===== config.mk =====
export PLATFORM = sky130hd
export DESIGN_NAME = osnt_stamp_unit
export DESIGN_NICKNAME = d
export VERILOG_FILES = /design/src/rtl/osnt_stamp_pkg.sv /design/src/rtl/stamp_capture_chan.sv /design/src/rtl/osnt_stamp_unit.sv
export SDC_FILE = /design/constraint.sdc
export NUM_CORES = 1
export LEC_CHECK = 0
export BUFFER_PORTS_ARGS = -buffer_cell sky130_fd_sc_hd__buf_2
export CORE_UTILIZATION = 50
export CTS_CLUSTER_DIAMETER = 60
export DETAILED_ROUTE_END_ITERATION = 7
export PLACE_DENSITY = 0.8
export SETUP_SLACK_MARGIN = 0.05
export SLEW_MARGIN = 10
export SYNTH_ARGS = -nofsm -noshare
export SYNTH_HDL_FRONTEND = slang
export SYNTH_SLANG_ARGS = --single-unit
export TNS_END_PERCENT = 10

===== constraint.sdc =====
create_clock -name axi_aclk -period 7 [get_ports axi_aclk]
set_input_delay 0.35 -clock axi_aclk [delete_from_list [all_inputs] [get_ports axi_aclk]]
set_output_delay 0.35 -clock axi_aclk [all_outputs]
set_load 0.02 [all_outputs]

===== src/rtl/osnt_stamp_pkg.sv =====
// ============================================================================
// Module      : osnt_stamp_pkg
// Description : Shared constants and helpers for the OSNT fixed-point
//               timestamp unit.
// Revision    : 1.0 - initial release
// ============================================================================
`default_nettype none

package osnt_stamp_pkg;

  // Default geometry of the stamp unit
  localparam int DEF_TS_WIDTH   = 64;
  localparam int DEF_FRAC_WIDTH = 32;
  localparam int DEF_INC_WIDTH  = 40;
  localparam int ACC_WIDTH      = DEF_TS_WIDTH + DEF_FRAC_WIDTH;

  // Increment applied after reset: 1.0 count per cycle
  localparam logic [DEF_INC_WIDTH-1:0] DEF_INCR = 40'h01_0000_0000;

  // Place a signed integer offset into accumulator units. The shifted value
  // fills the accumulator exactly, so the sign bit lands on the accumulator
  // MSB and modulo addition performs the backwards slew for negative inputs.
  function automatic logic [ACC_WIDTH-1:0] adj_to_acc(input logic [DEF_TS_WIDTH-1:0] adj);
    return {adj, {DEF_FRAC_WIDTH{1'b0}}};
  endfunction

endpackage : osnt_stamp_pkg

`default_nettype wire


===== src/rtl/stamp_capture_chan.sv =====
// ============================================================================
// Module      : stamp_capture_chan
// Description : One timestamp capture channel: first-event-wins stamp
//               holding with valid flag and sticky overflow.
// Revision    : 1.0 - initial release
// ============================================================================
`default_nettype none

module stamp_capture_chan #(
  parameter int TIMESTAMP_WIDTH = 64
) (
  input  logic                       clk,
  input  logic                       rst_n,
  input  logic                       trig,
  input  logic                       ack,
  input  logic [TIMESTAMP_WIDTH-1:0] stamp_in,
  output logic [TIMESTAMP_WIDTH-1:0] stamp,
  output logic                       valid,
  output logic                       ovf
);

  logic [TIMESTAMP_WIDTH-1:0] stamp_q, stamp_d;
  logic                       valid_q, valid_d;
  logic                       ovf_q,   ovf_d;

  // Next-state: an ack frees the slot so a coincident trigger is accepted;
  // a trigger on an occupied, unacked slot is recorded as lost.
  always_comb begin
    stamp_d = stamp_q;
    valid_d = valid_q;
    ovf_d   = ovf_q;
    if (trig) begin
      if (ack) begin
        stamp_d = stamp_in;
        valid_d = 1'b1;
        ovf_d   = 1'b0;
      end else if (!valid_q) begin
        stamp_d = stamp_in;
        valid_d = 1'b1;
      end else begin
        ovf_d   = 1'b1;
      end
    end else if (ack) begin
      valid_d = 1'b0;
      ovf_d   = 1'b0;
    end
  end

  // Channel state registers
  always_ff @(posedge clk or negedge rst_n) begin
    if (!rst_n) begin
      stamp_q <= '0;
      valid_q <= 1'b0;
      ovf_q   <= 1'b0;
    end else begin
      stamp_q <= stamp_d;
      valid_q <= valid_d;
      ovf_q   <= ovf_d;
    end
  end

  assign stamp = stamp_q;
  assign valid = valid_q;
  assign ovf   = ovf_q;

endmodule : stamp_capture_chan

`default_nettype wire


===== src/rtl/osnt_stamp_unit.sv =====
// ============================================================================
// Module      : osnt_stamp_unit
// Description : Fixed-point timestamp accumulator with software set/slew/
//               trim, per-channel capture and coherent snapshot readback.
// Revision    : 1.0 - initial release
// ============================================================================
`default_nettype none

module osnt_stamp_unit
  import osnt_stamp_pkg::*;
#(
  parameter int                     TIMESTAMP_WIDTH = DEF_TS_WIDTH,
  parameter int                     FRAC_WIDTH      = DEF_FRAC_WIDTH,
  parameter int                     INC_WIDTH       = DEF_INC_WIDTH,
  parameter logic [INC_WIDTH-1:0]   DEFAULT_INCR    = DEF_INCR,
  parameter int                     NUM_CAPTURE     = 4
) (
  input  logic                                   axi_aclk,
  input  logic                                   axi_resetn,
  input  logic [INC_WIDTH-1:0]                   incr_value,
  input  logic                                   incr_wr,
  input  logic [TIMESTAMP_WIDTH-1:0]             set_value,
  input  logic                                   set_wr,
  input  logic [TIMESTAMP_WIDTH-1:0]             adj_value,
  input  logic                                   adj_wr,
  input  logic [NUM_CAPTURE-1:0]                 cap_trig,
  input  logic [NUM_CAPTURE-1:0]                 cap_ack,
  output logic [NUM_CAPTURE*TIMESTAMP_WIDTH-1:0] cap_stamp,
  output logic [NUM_CAPTURE-1:0]                 cap_valid,
  output logic [NUM_CAPTURE-1:0]                 cap_ovf,
  input  logic                                   snap_req,
  output logic [TIMESTAMP_WIDTH-1:0]             snap_value,
  output logic [TIMESTAMP_WIDTH-1:0]             stamp_counter
);

  localparam int ACC_W = TIMESTAMP_WIDTH + FRAC_WIDTH;

  logic [ACC_W-1:0]           acc_q, acc_d;
  logic [INC_WIDTH-1:0]       incr_q, incr_d;
  logic [TIMESTAMP_WIDTH-1:0] snap_q, snap_d;
  logic [ACC_W-1:0]           incr_ext;
  logic [ACC_W-1:0]           adj_ext;

  assign incr_ext = {{(ACC_W-INC_WIDTH){1'b0}}, incr_q};

  // Offset in accumulator units; the package helper covers the default geometry
  if ((TIMESTAMP_WIDTH == DEF_TS_WIDTH) && (FRAC_WIDTH == DEF_FRAC_WIDTH)) begin : g_adj_pkg
    assign adj_ext = adj_to_acc(adj_value);
  end else begin : g_adj_generic
    assign adj_ext = {adj_value, {FRAC_WIDTH{1'b0}}};
  end

  // Next-state: set beats adjust beats free-run; increment/snapshot load independently
  always_comb begin
    acc_d  = acc_q + incr_ext;
    incr_d = incr_q;
    snap_d = snap_q;
    if (set_wr) begin
      acc_d = {set_value, {FRAC_WIDTH{1'b0}}};
    end else if (adj_wr) begin
      acc_d = acc_q + incr_ext + adj_ext;
    end
    if (incr_wr) begin
      incr_d = incr_value;
    end
    if (snap_req) begin
      snap_d = stamp_counter;
    end
  end

  // Accumulator, increment and snapshot registers
  always_ff @(posedge axi_aclk or negedge axi_resetn) begin
    if (!axi_resetn) begin
      acc_q  <= '0;
      incr_q <= DEFAULT_INCR;
      snap_q <= '0;
    end else begin
      acc_q  <= acc_d;
      incr_q <= incr_d;
      snap_q <= snap_d;
    end
  end

  assign stamp_counter = acc_q[ACC_W-1:FRAC_WIDTH];
  assign snap_value    = snap_q;

  for (genvar i = 0; i < NUM_CAPTURE; i++) begin : g_chan
    stamp_capture_chan #(
      .TIMESTAMP_WIDTH (TIMESTAMP_WIDTH)
    ) u_chan (
      .clk      (axi_aclk),
      .rst_n    (axi_resetn),
      .trig     (cap_trig[i]),
      .ack      (cap_ack[i]),
      .stamp_in (stamp_counter),
      .stamp    (cap_stamp[i*TIMESTAMP_WIDTH +: TIMESTAMP_WIDTH]),
      .valid    (cap_valid[i]),
      .ovf      (cap_ovf[i])
    );
  end

endmodule : osnt_stamp_unit

`default_nettype wire


# Word level (Yosys, flattened, before mapping)
# Cells that the tools add are included.
[word_totals] ff_bits=464 latch_bits=0 ram_bits=0 mem_bits_ro=0 input_bits=182 out_inout_bits=392 word_cells=67 mem_count=0
[op_classes] add_sub_neg=2 multipliers=0 div=0 order_cmp=0 n_eq_ne=4 n_shift=0 muxes=30 bitwise_logic=0 reduce_logical=16
[op_table] operator="$mux W64" n=8
[op_table] operator="$mux W96" n=2
[op_table] operator="$add A96 B40 Y96" n=1
[op_table] operator="$add A96 B96 Y96" n=1
[op_table] operator="$mux W1" n=20
[op_table] operator="$reduce_and A2 Y1" n=8
[op_table] operator="$reduce_bool A2 Y1" n=8
[op_table] operator="$ne A2 B2 Y1 const B" n=4

# Depth between registers and ports, before layout
# Gate-level depths: netlist of the first run.
[depth] ltp_word=4 ltp_mapped=25

# By module
# A second synthesis of the first run with hierarchy kept.
[unflattened] cells_unflattened=2268 hier_area_um2=26246.4
[by_module_without_submodules] mod="osnt_stamp_unit" instances=1 cells_each=1704 area_each_um2=15426.0 seq_area_each_um2=5006.1
[by_module_without_submodules] mod="stamp_capture_chan" instances=4 cells_each=141 area_each_um2=2705.1 seq_area_each_um2=1651.6

# Least setup slack after synthesis of the first run
# Ideal clock, no wire load.
[synth_timing] kind="flip-flop to flip-flop" startpoint="register acc_q[11]" endpoint="register acc_q[95]" t_arrival_ns=5.095 required_ns=6.906 path_slack_ns=1.811 stages_incl_launch_ff=24 synth_period_minus_slack_ns=5.189 path_cell_list="dfrtp_1 -> ha_1 -> clkbuf_1 -> a21o_1 -> a21o_1 -> a221oi_2 -> nand2_1 -> a31o_1 -> a21o_1 -> a211oi_1 -> o21ai_1 -> a21oi_1 -> xnor2_1 -> ha_1 -> a21oi_1 -> o21a_2 -> a2111oi_4 -> nor4b_2 -> nor4_4 -> o211ai_1 -> o211ai_2 -> a221oi_2 -> mux4_2 -> a221oi_2"
[synth_via] elab_chain_cells=4
[synth_lines] element="start: declaration" line="osnt_stamp_unit.sv:38" rtl="logic [ACC_W-1:0] acc_q, acc_d;"
[synth_lines] element="start signal: assignment" line="osnt_stamp_unit.sv:74" rtl="acc_q <= '0;"
[synth_lines] element="start signal: assignment" line="osnt_stamp_unit.sv:78" rtl="acc_q <= acc_d;"
[synth_lines] element="$add A96 B40 Y96 (*)" line="osnt_stamp_unit.sv:55, osnt_stamp_unit.sv:61"
[synth_lines] element="$add A96 B96 Y96" line="osnt_stamp_unit.sv:61" rtl="acc_d = acc_q + incr_ext + adj_ext;"
[synth_lines] element="$mux W96 (*)" line="osnt_stamp_unit.sv:60" rtl="end else if (adj_wr) begin"
[synth_lines] element="$mux W96 (*)" line="osnt_stamp_unit.sv:58" rtl="if (set_wr) begin"
[synth_lines] element="net acc_d[95]" line="osnt_stamp_unit.sv:38"
# Mark *: on every way through the listed nets, which the timed path passes. The rest lies on a longest branch.
# A chain may end at the register's enable or synchronous reset.

# Final worst setup path of the first run
[layout_timing] startpoint="register acc_q[33]" endpoint="register acc_q[95]"
# Same word-level chain as after synthesis.

==> results by group, run 1 <==
Clock network
  • Post-CTS Resized: 0
  • Clock Sink Count: 464
  • CTS clk-pin slew, worst paths: roughly 0.060 ns
  • Setup Fix Bufs, Post-CTS: 0
  • Num CTS Buffers: 51
  • Root buf cell: clkbuf_16
  • Clk Latency, worst-skew pair: roughly 0.60 ns
  • CTS tree: yes
  • H-tree depth: 2
  • Clk buf depth: 3
  • Hold-fix buffers, CTS: 56

Synth
  • Largest area contributor in the netlist: dfrtp_1
  • EDFF count, synth: 0
  • FF+latch count, synth: 464
  • Yosys top cell area share: 45.9%
  • Post-synthesis sequential area ratio: 46.0%
  • Fraction of registers with async set/reset: 100%
  • Synth warn: 0
  • Post-synth cell types: 89
  • Top post-synthesis cells by area: dfrtp_1 (46%), mux2_2 (15%), ha_1 (5.3%)
  • Syn_nets: ~2600
  • Post-Synthesis Cells: 2318
  • Avg Inst Size Synth: 10.9 um^2
  • Ys flop type: dfrtp_1
  • Post-Syn Area: 25300 um^2

Setup path
  • Crit path capture type: flop
  • CP peak stage delay: 0.54 ns
  • Worst R2R Setup Slack: 0.81 ns
  • WS Path Type: flop to flop
  • Critical Path RT: 7.50 ns
  • Crit path DAT: 6.69 ns
  • R2R Path End: acc_q[95]$_DFF_PN0_
  • R2r startpoint: acc_q[33]$_DFF_PN0_
  • Crit path from: acc_q[33]$_DFF_PN0_
  • CP Max Fanout: 11
  • R2r worst-path depth: 21
  • Cell mode on critical path: nand2_1
  • Critical path startpoint category: flop
  • Slowest stage cell, crit path: mux4_2
  • CP Cell Sequence: ha_1, and4_1, nand2_1, or3_1, nor4_1, nand3b_1, and2_4, nor3_1, nand2_1, xnor2_1, ha_1, a21o_1, a21o_1, a221o_1, a211oi_1, nand2_1, o211ai_1, o211ai_2, a221oi_2, mux4_2, a221oi_2

Final layout
  • Area Overhead vs Synth: 20.2%
  • Final core occ: 60.8%
  • Final #Nets: 3102
  • Post-route insts no fill: 3542
  • Layout cell share with drive strength beyond 1: 37.4%
  • Fill count: around 4100

Place
  • GP Congestion: 0.951
  • Final HPWL DP: approximately 61000 um
  • Placed insts: 3374
  • Dpl ws: ~0.91 ns
  • IO buf count: 573

Route
  • ANT nets after route: 0
  • Vias per std cell: 5.84
  • Initial DRC Count: approximately 1500
  • Post-Route WL: 82700 um
  • DR pass1 iterations: 6
  • DR vias: 20700
  • Wire per inst: 23.3 um
  • DRC violations left: 0

Power
  • Pwr per Cell Area: 411 nW/um^2
  • Sw Pwr: between 5 and 6 mW
  • Clock share of power: 21.4%
  • P_leak: ~14 nW
  • Int Pwr: between 7 and 8 mW
  • Comb power frac: 45.7%
  • Max IR drop VDD: ~0.2 mV
  • Sequential share of power: 33.0%
  • Net Sw Frac: 41.8%
  • Pwr Total: between 10 and 15 mW

Run
  • Max_cap viols: 0

GRT
  • Vias in the first global route: a little over 20000
  • Largest net degree at the start of global routing: 181
  • Global route overflow: 0
  • Initial antenna violation count: 24
  • GR Util All Layers: between 30 and 40%
  • Global-route wire length before repair: around 120000 um

STA
  • Final min period: 6.19 ns
  • Final Max Slew Viols: 0
  • RSZ-0062 raised after global routing: no
  • Final Skew: 0.0223 ns
  • Setup TNS: 0 ns
  • Max Freq: 162 MHz
  • Final period util: roughly nine tenths
  • Final hold vios: 0
  • Final setup viols: 0
  • Actual slew at the worst max-slew pin: 1.17 ns
  • Slew margin rel.: 21.6%
  • Final WS setup: 0.811 ns

Floorplan
  • Die width: 227 um
  • Full die area: 51400 um^2
  • IO Pins: 574
  • Num rows: 82
  • Die Y: ~230 um
  • Core Area: 50000 um^2
  • Initial Util: between 50% and 60%

Worst hold path
  • Worst min path class: input port to flop
  • Worst Min Path Start: incr_value[9]
  • Hold endpoint: incr_q[9]$_DFFE_PN0P_
  • Hold depth: 2

Outcome
  • Status: finished, final reports clean
[area by class of cell]
class / instances / area [um^2] / area share [%]
Multi-Input combinational cell: 1614 / 12500 / 41.1
Sequential cell: 464 / 11600 / 38.2
Timing Repair Buffer: 645 / 3590 / 11.8
Clock buffer: 72 / 1480 / 4.86
Tap cell: 672 / 841 / 2.77
Clock inverter: 20 / 195 / 0.643
Inverter: 35 / 131 / 0.433
Antenna cell: 20 / 50.0 / 0.165
[cells in the mapped netlist, drive strengths merged (4+ instances only)]
master   instances
o21ba            5
o211ai          16
o221a           11
ha             107
o21bai          19
xor2            64
o31ai            7
o21a            21
a2bb2oi         15
nand2          165
nand4           50
nand2b          28
a31oi           11
and3            20
a211oi          15
or3              9
nand3b           5
o311ai           4
a21o            62
clkbuf          84
nor4             7
nor2           127
and4            11
buf            121
inv             34
nor3            32
mux2           345
a21boi           5
nor2b           13
mux2i           12
a221o            6
a311oi           4
xnor2           81
o21ai           94
or2              5
a221oi           7
dfrtp          463
o22ai            9
and2             5
nand3           34
a21oi          143
o2111ai          5
[registers in the layout, summed over array words and instances (netlist names)]
| name | flops |
|---|---|
| incr_q | 40 |
| snap_value | 64 |
| g_chan.u_chan.ovf | 4 |
| acc_q | 96 |
| g_chan.u_chan.valid | 4 |
| g_chan.u_chan.stamp | 256 |
[how the worst max path moves through the flow]
| stage | cells past startpoint | endpoint |
|---|---|---|
| after global placement | 21 | acc_q[95]$_DFF_PN0_ |
| after global routing | 21 | acc_q[95]$_DFF_PN0_ |
| after floorplan | 23 | acc_q[95]$_DFF_PN0_ |
| after CTS | 21 | acc_q[95]$_DFF_PN0_ |
| final | 21 | acc_q[95]$_DFF_PN0_ |
| after detailed placement | 21 | acc_q[95]$_DFF_PN0_ |
[metal layers]
| layer | up-vias | global-route usage (%) | part of all wire (%) |
|---|---|---|---|
| met5 | - | 0 | 0.15 |
| met4 | 20 | 13.3 | 3.9 |
| met3 | 209 | 6.27 | 7.3 |
| met2 | 837 | 52.5 | 49 |
| met1 | 10400 | 39.1 | 40 |
| li1 | 9267 | - | - |
[metrics by stage]
step	cell area [um^2]	hold slack, ns
5_1_grt	30300	0.00606
2_1_floorplan	25300	0.0544
6_report	30400	0.0156
3_5_place_dp	28100	0.310
3_3_place_gp	28100	0.309
4_1_cts	30300	0.0000613
[power by group through the flow]
stage	clock [mW]	combinational, mW	sequential (mW)
global placement	0	5.51	4.06
floorplan	0	3.36	4.64
global route	2.81	6.14	4.20
detailed placement	0	5.60	4.13
CTS	2.70	5.66	4.10
finish	2.66	5.69	4.11
[cell families after synthesis]
group | Yosys count | share of synthesized area [%]
simple gates | 524 | 10.2
compound gates | 478 | 12.5
fa+ha+maj | 109 | 5.46
xor+xnor | 145 | 5.06
flops | 464 | 46.0
buf+inv | 240 | 4.81
mux | 358 | 15.9
[layout by cell type, fill, tap and decap left out, drive strengths merged, types with 13 or more instances in the layout]
cell type,count
clkinv,15
nand3,34
xnor2,81
mux2,345
a21oi,143
o211ai,16
nand2,165
o21a,21
a211oi,15
and3,20
nand4,50
a21o,62
dlygate4sd3,56
o21ai,94
nor3,32
nor2,127
clkbuf,72
nor2b,13
buf,589
inv,37
ha,107
o21bai,19
diode,20
xor2,64
dfrtp,463
a2bb2oi,15
nand2b,28
[worst max-delay path, delay by kind of cell, from the launching register on]
family / cells / cell delay, ns
fa+ha+maj: 2 / 0.74
simple gates: 9 / 2.17
flops: 1 / 0.53
compound gates: 8 / 1.93
mux: 1 / 0.54
xor+xnor: 1 / 0.20
No activity file was read; power rests on OpenSTA's default activity.
==> inputs of run 2 (changes only) <==
Settings changed: CORE_MARGIN set to 1, CTS_BUF_LIST set to sky130_fd_sc_hd__clkbuf_8, CTS_CLUSTER_SIZE set to 16.
==> results by group, run 2 (same netlist as run 1, synthesis figures left out) <==
Outcome
  • Status: finished, final reports clean

GRT
  • Global route overflow: 0 (unchanged)
  • GR Util All Layers: 31.1% (-0.18 points)
  • Global-route wire length before repair: 122000 um (-0.21%)
  • Vias in the first global route: 20700 (-0.17%)
  • Initial antenna violation count: 26 (+8.3%)
  • Largest net degree at the start of global routing: 181 (unchanged)

Worst hold path
  • Worst min path class: input port to flop
  • Hold depth: 3 (+1)

Run
  • Max_cap viols: 0 (unchanged)

Setup path
  • Crit path DAT: 6.74 ns (+0.05 ns)
  • CP Cell Sequence: ha_1, and4_1, nand2_1, or3_1, nor4_1, nand3b_1, and2_4, nor3_1, nand2_1, xnor2_1, ha_1, a21o_1, a21o_1, a221o_1, a211oi_1, nand2_1, o211ai_1, o211ai_2, a221oi_2, mux4_2, a221oi_2
  • Cell mode on critical path: nand2_1
  • WS Path Type: flop to flop
  • R2r worst-path depth: 21 (unchanged)
  • Critical path's top delay family: simple AND/OR/NAND/NOR gates
  • Critical path buffers and inverters: 0 (unchanged)
  • Worst R2R Setup Slack: 0.80 ns (about the same)
  • Critical path startpoint category: flop
  • Critical Path Stages: 21 (unchanged)
  • CP Max Fanout: 11 (unchanged)
  • Critical Path RT: 7.54 ns (+0.04 ns)
  • Slowest stage cell, crit path: mux4_2
  • Crit path capture type: flop
  • CP peak stage delay: 0.54 ns (about the same)

Floorplan
  • Num rows: 82 (unchanged)
  • Full die area: 51400 um^2 (unchanged)
  • Die width: 227 um (unchanged)
  • Initial Util: 50.6% (unchanged)
  • Die Y: 227 um (unchanged)
  • IO Pins: 574 (unchanged)
  • Core Area: 50000 um^2 (unchanged)

Power
  • Comb power frac: 49.9% (+4.2 points)
  • Clock share of power: 14.2% (-7.2 points)
  • Sw Pwr: 5.09 mW (-2.4%)
  • Pwr Total: 11.4 mW (-8.2%)
  • Int Pwr: 6.35 mW (-12%)
  • P_leak: 13.7 nW (-1.6%)
  • Net Sw Frac: 44.5% (+2.7 points)
  • Max IR drop VDD: 0.203 mV (-1.1%)
  • Sequential share of power: 35.8% (+2.8 points)
  • Pwr per Cell Area: 382 nW/um^2 (-6.9%)

STA
  • Final hold vios: 0 (unchanged)
  • Final setup viols: 0 (unchanged)
  • Final period util: 88.6% (+0.14 points)
  • Final min period: 6.20 ns (+0.00979 ns)
  • Slew margin rel.: 21.1% (-0.49 points)
  • Final Max Slew Viols: 0 (unchanged)
  • Actual slew at the worst max-slew pin: 1.18 ns (+0.00735 ns)
  • RSZ-0062 raised after global routing: no
  • Hold WS: 0.0721 ns (+0.0566 ns)
  • Final Skew: 0.0360 ns (+0.0136 ns)
  • Setup TNS: 0 ns (unchanged)
  • Max Freq: 161 MHz (-0.16%)

Final layout
  • Final #Nets: 3140 (+1.2%)
  • Layout cell share with drive strength beyond 1: 36.4% (-0.94 points)
  • Most frequent cells in the layout: buf_2 (571), dfrtp_1 (463), mux2_2 (345)
  • Area Overhead vs Synth: 18.5%
  • Max FFs per register: 256 (unchanged)
  • Most common cell after layout, fill and taps aside: buf_2

Route
  • Met3 wire len: 5640 um (-7.1%)
  • Initial DRC Count: 1561 (+4.5%)
  • DR vias: 20700 (-0.14%)
  • Wire per inst: 23.2 um (-0.78%)
  • Met2 Wirelength: 40200 um (-0.25%)
  • Top layer in use: met5
  • Post-Route WL: 82400 um (-0.34%)
  • DRC violations left: 0 (unchanged)
  • Metal-1 WL: 33500 um (+1.5%)
  • ANT nets after route: 0 (unchanged)
  • DR pass1 iterations: 5 (-1)
  • Vias per std cell: 5.81 (-0.59%)

Place
  • Final HPWL DP: 60900 um (unchanged)
  • GP Congestion: 0.951 (unchanged)
  • IO buf count: 573 (unchanged)

Clock network
  • CTS clk-pin slew, worst paths: 0.10 ns (+0.04 ns)
  • Setup Fix Bufs, Post-CTS: 0 (unchanged)
  • Root buf cell: clkbuf_8
  • Clk Latency, worst-skew pair: 0.64 ns (+0.04 ns)
  • H-tree depth: 2 (unchanged)
  • Num CTS Buffers: 42 (-18%)
  • Clock Sink Count: 464 (unchanged)
  • Clk buf depth: 3 (unchanged)
  • Post-CTS Resized: 0 (unchanged)
  • CTS tree: yes
run 2: per-layer routing:
| layer | track usage (%) | vias to the layer above |
|---|---|---|
| met2 | 52.4 | 796 |
| met5 | 0 | - |
| met4 | 12.1 | 22 |
| met3 | 6.00 | 206 |
| li1 | - | 9303 |
| met1 | 39.3 | 10300 |
run 2: per-stage QoR:
step	instances	setup WS, ns	cell area, um^2	utilization (%)
3_3_place_gp	3374	0.935	28100	56.2
5_1_grt	3554	0.397	29900	59.9
6_report	3558	0.801	29900	59.9
2_1_floorplan	2318	1.81	25300	-
3_5_place_dp	3374	0.906	28100	56.2
4_1_cts	3541	0.874	29900	59.9
run 2: layout make-up:
class	count	area (um^2)
Fill cell	4143	20000
Antenna cell	17	42.5
Inverter	35	131
Tap cell	672	841
Clock inverter	21	201
Sequential cell	464	11600
Clock buffer	43	592
Timing Repair Buffer	692	4060
Multi-Input combinational cell	1614	12500
run 2: what timing repair did:
item,CTS,global route
hold endpoints to repair,156,0
hold buffers,103,0
endpoints found under the setup margin,0,0
run 2: path summary, 6_finish.rpt:
check / from / endpoint
worst min register to register: g_chan[3].u_chan.stamp[27]$_DFFE_PN0P_ / g_chan[3].u_chan.stamp[27]$_DFFE_PN0P_
worst max register to register: acc_q[33]$_DFF_PN0_ / acc_q[95]$_DFF_PN0_
worst max-delay path: acc_q[33]$_DFF_PN0_ / acc_q[95]$_DFF_PN0_
max in group asynchronous: axi_resetn / g_chan[3].u_chan.stamp[13]$_DFFE_PN0P_
worst min-delay path: set_value[44] / acc_q[76]$_DFF_PN0_
min in group asynchronous: axi_resetn / g_chan[2].u_chan.stamp[45]$_DFFE_PN0P_
run 2: power groups by stage:
stage,combinational [mW],clock (mW),sequential [mW]
6_report,5.71,1.63,4.10
5_1_grt,6.16,1.76,4.19
4_1_cts,5.67,1.67,4.08
3_5_place_dp,5.60,0,4.13
3_3_place_gp,5.51,0,4.06
2_1_floorplan,3.36,0,4.64
run 2: worst min-delay path: cells and delay by family:
kind | cells | cell delay (ns)
AOI/OAI and AO/OA | 1 | 0.16
and+or+nand+nor | 1 | 0.09
buffers and inverters | 1 | 0.08
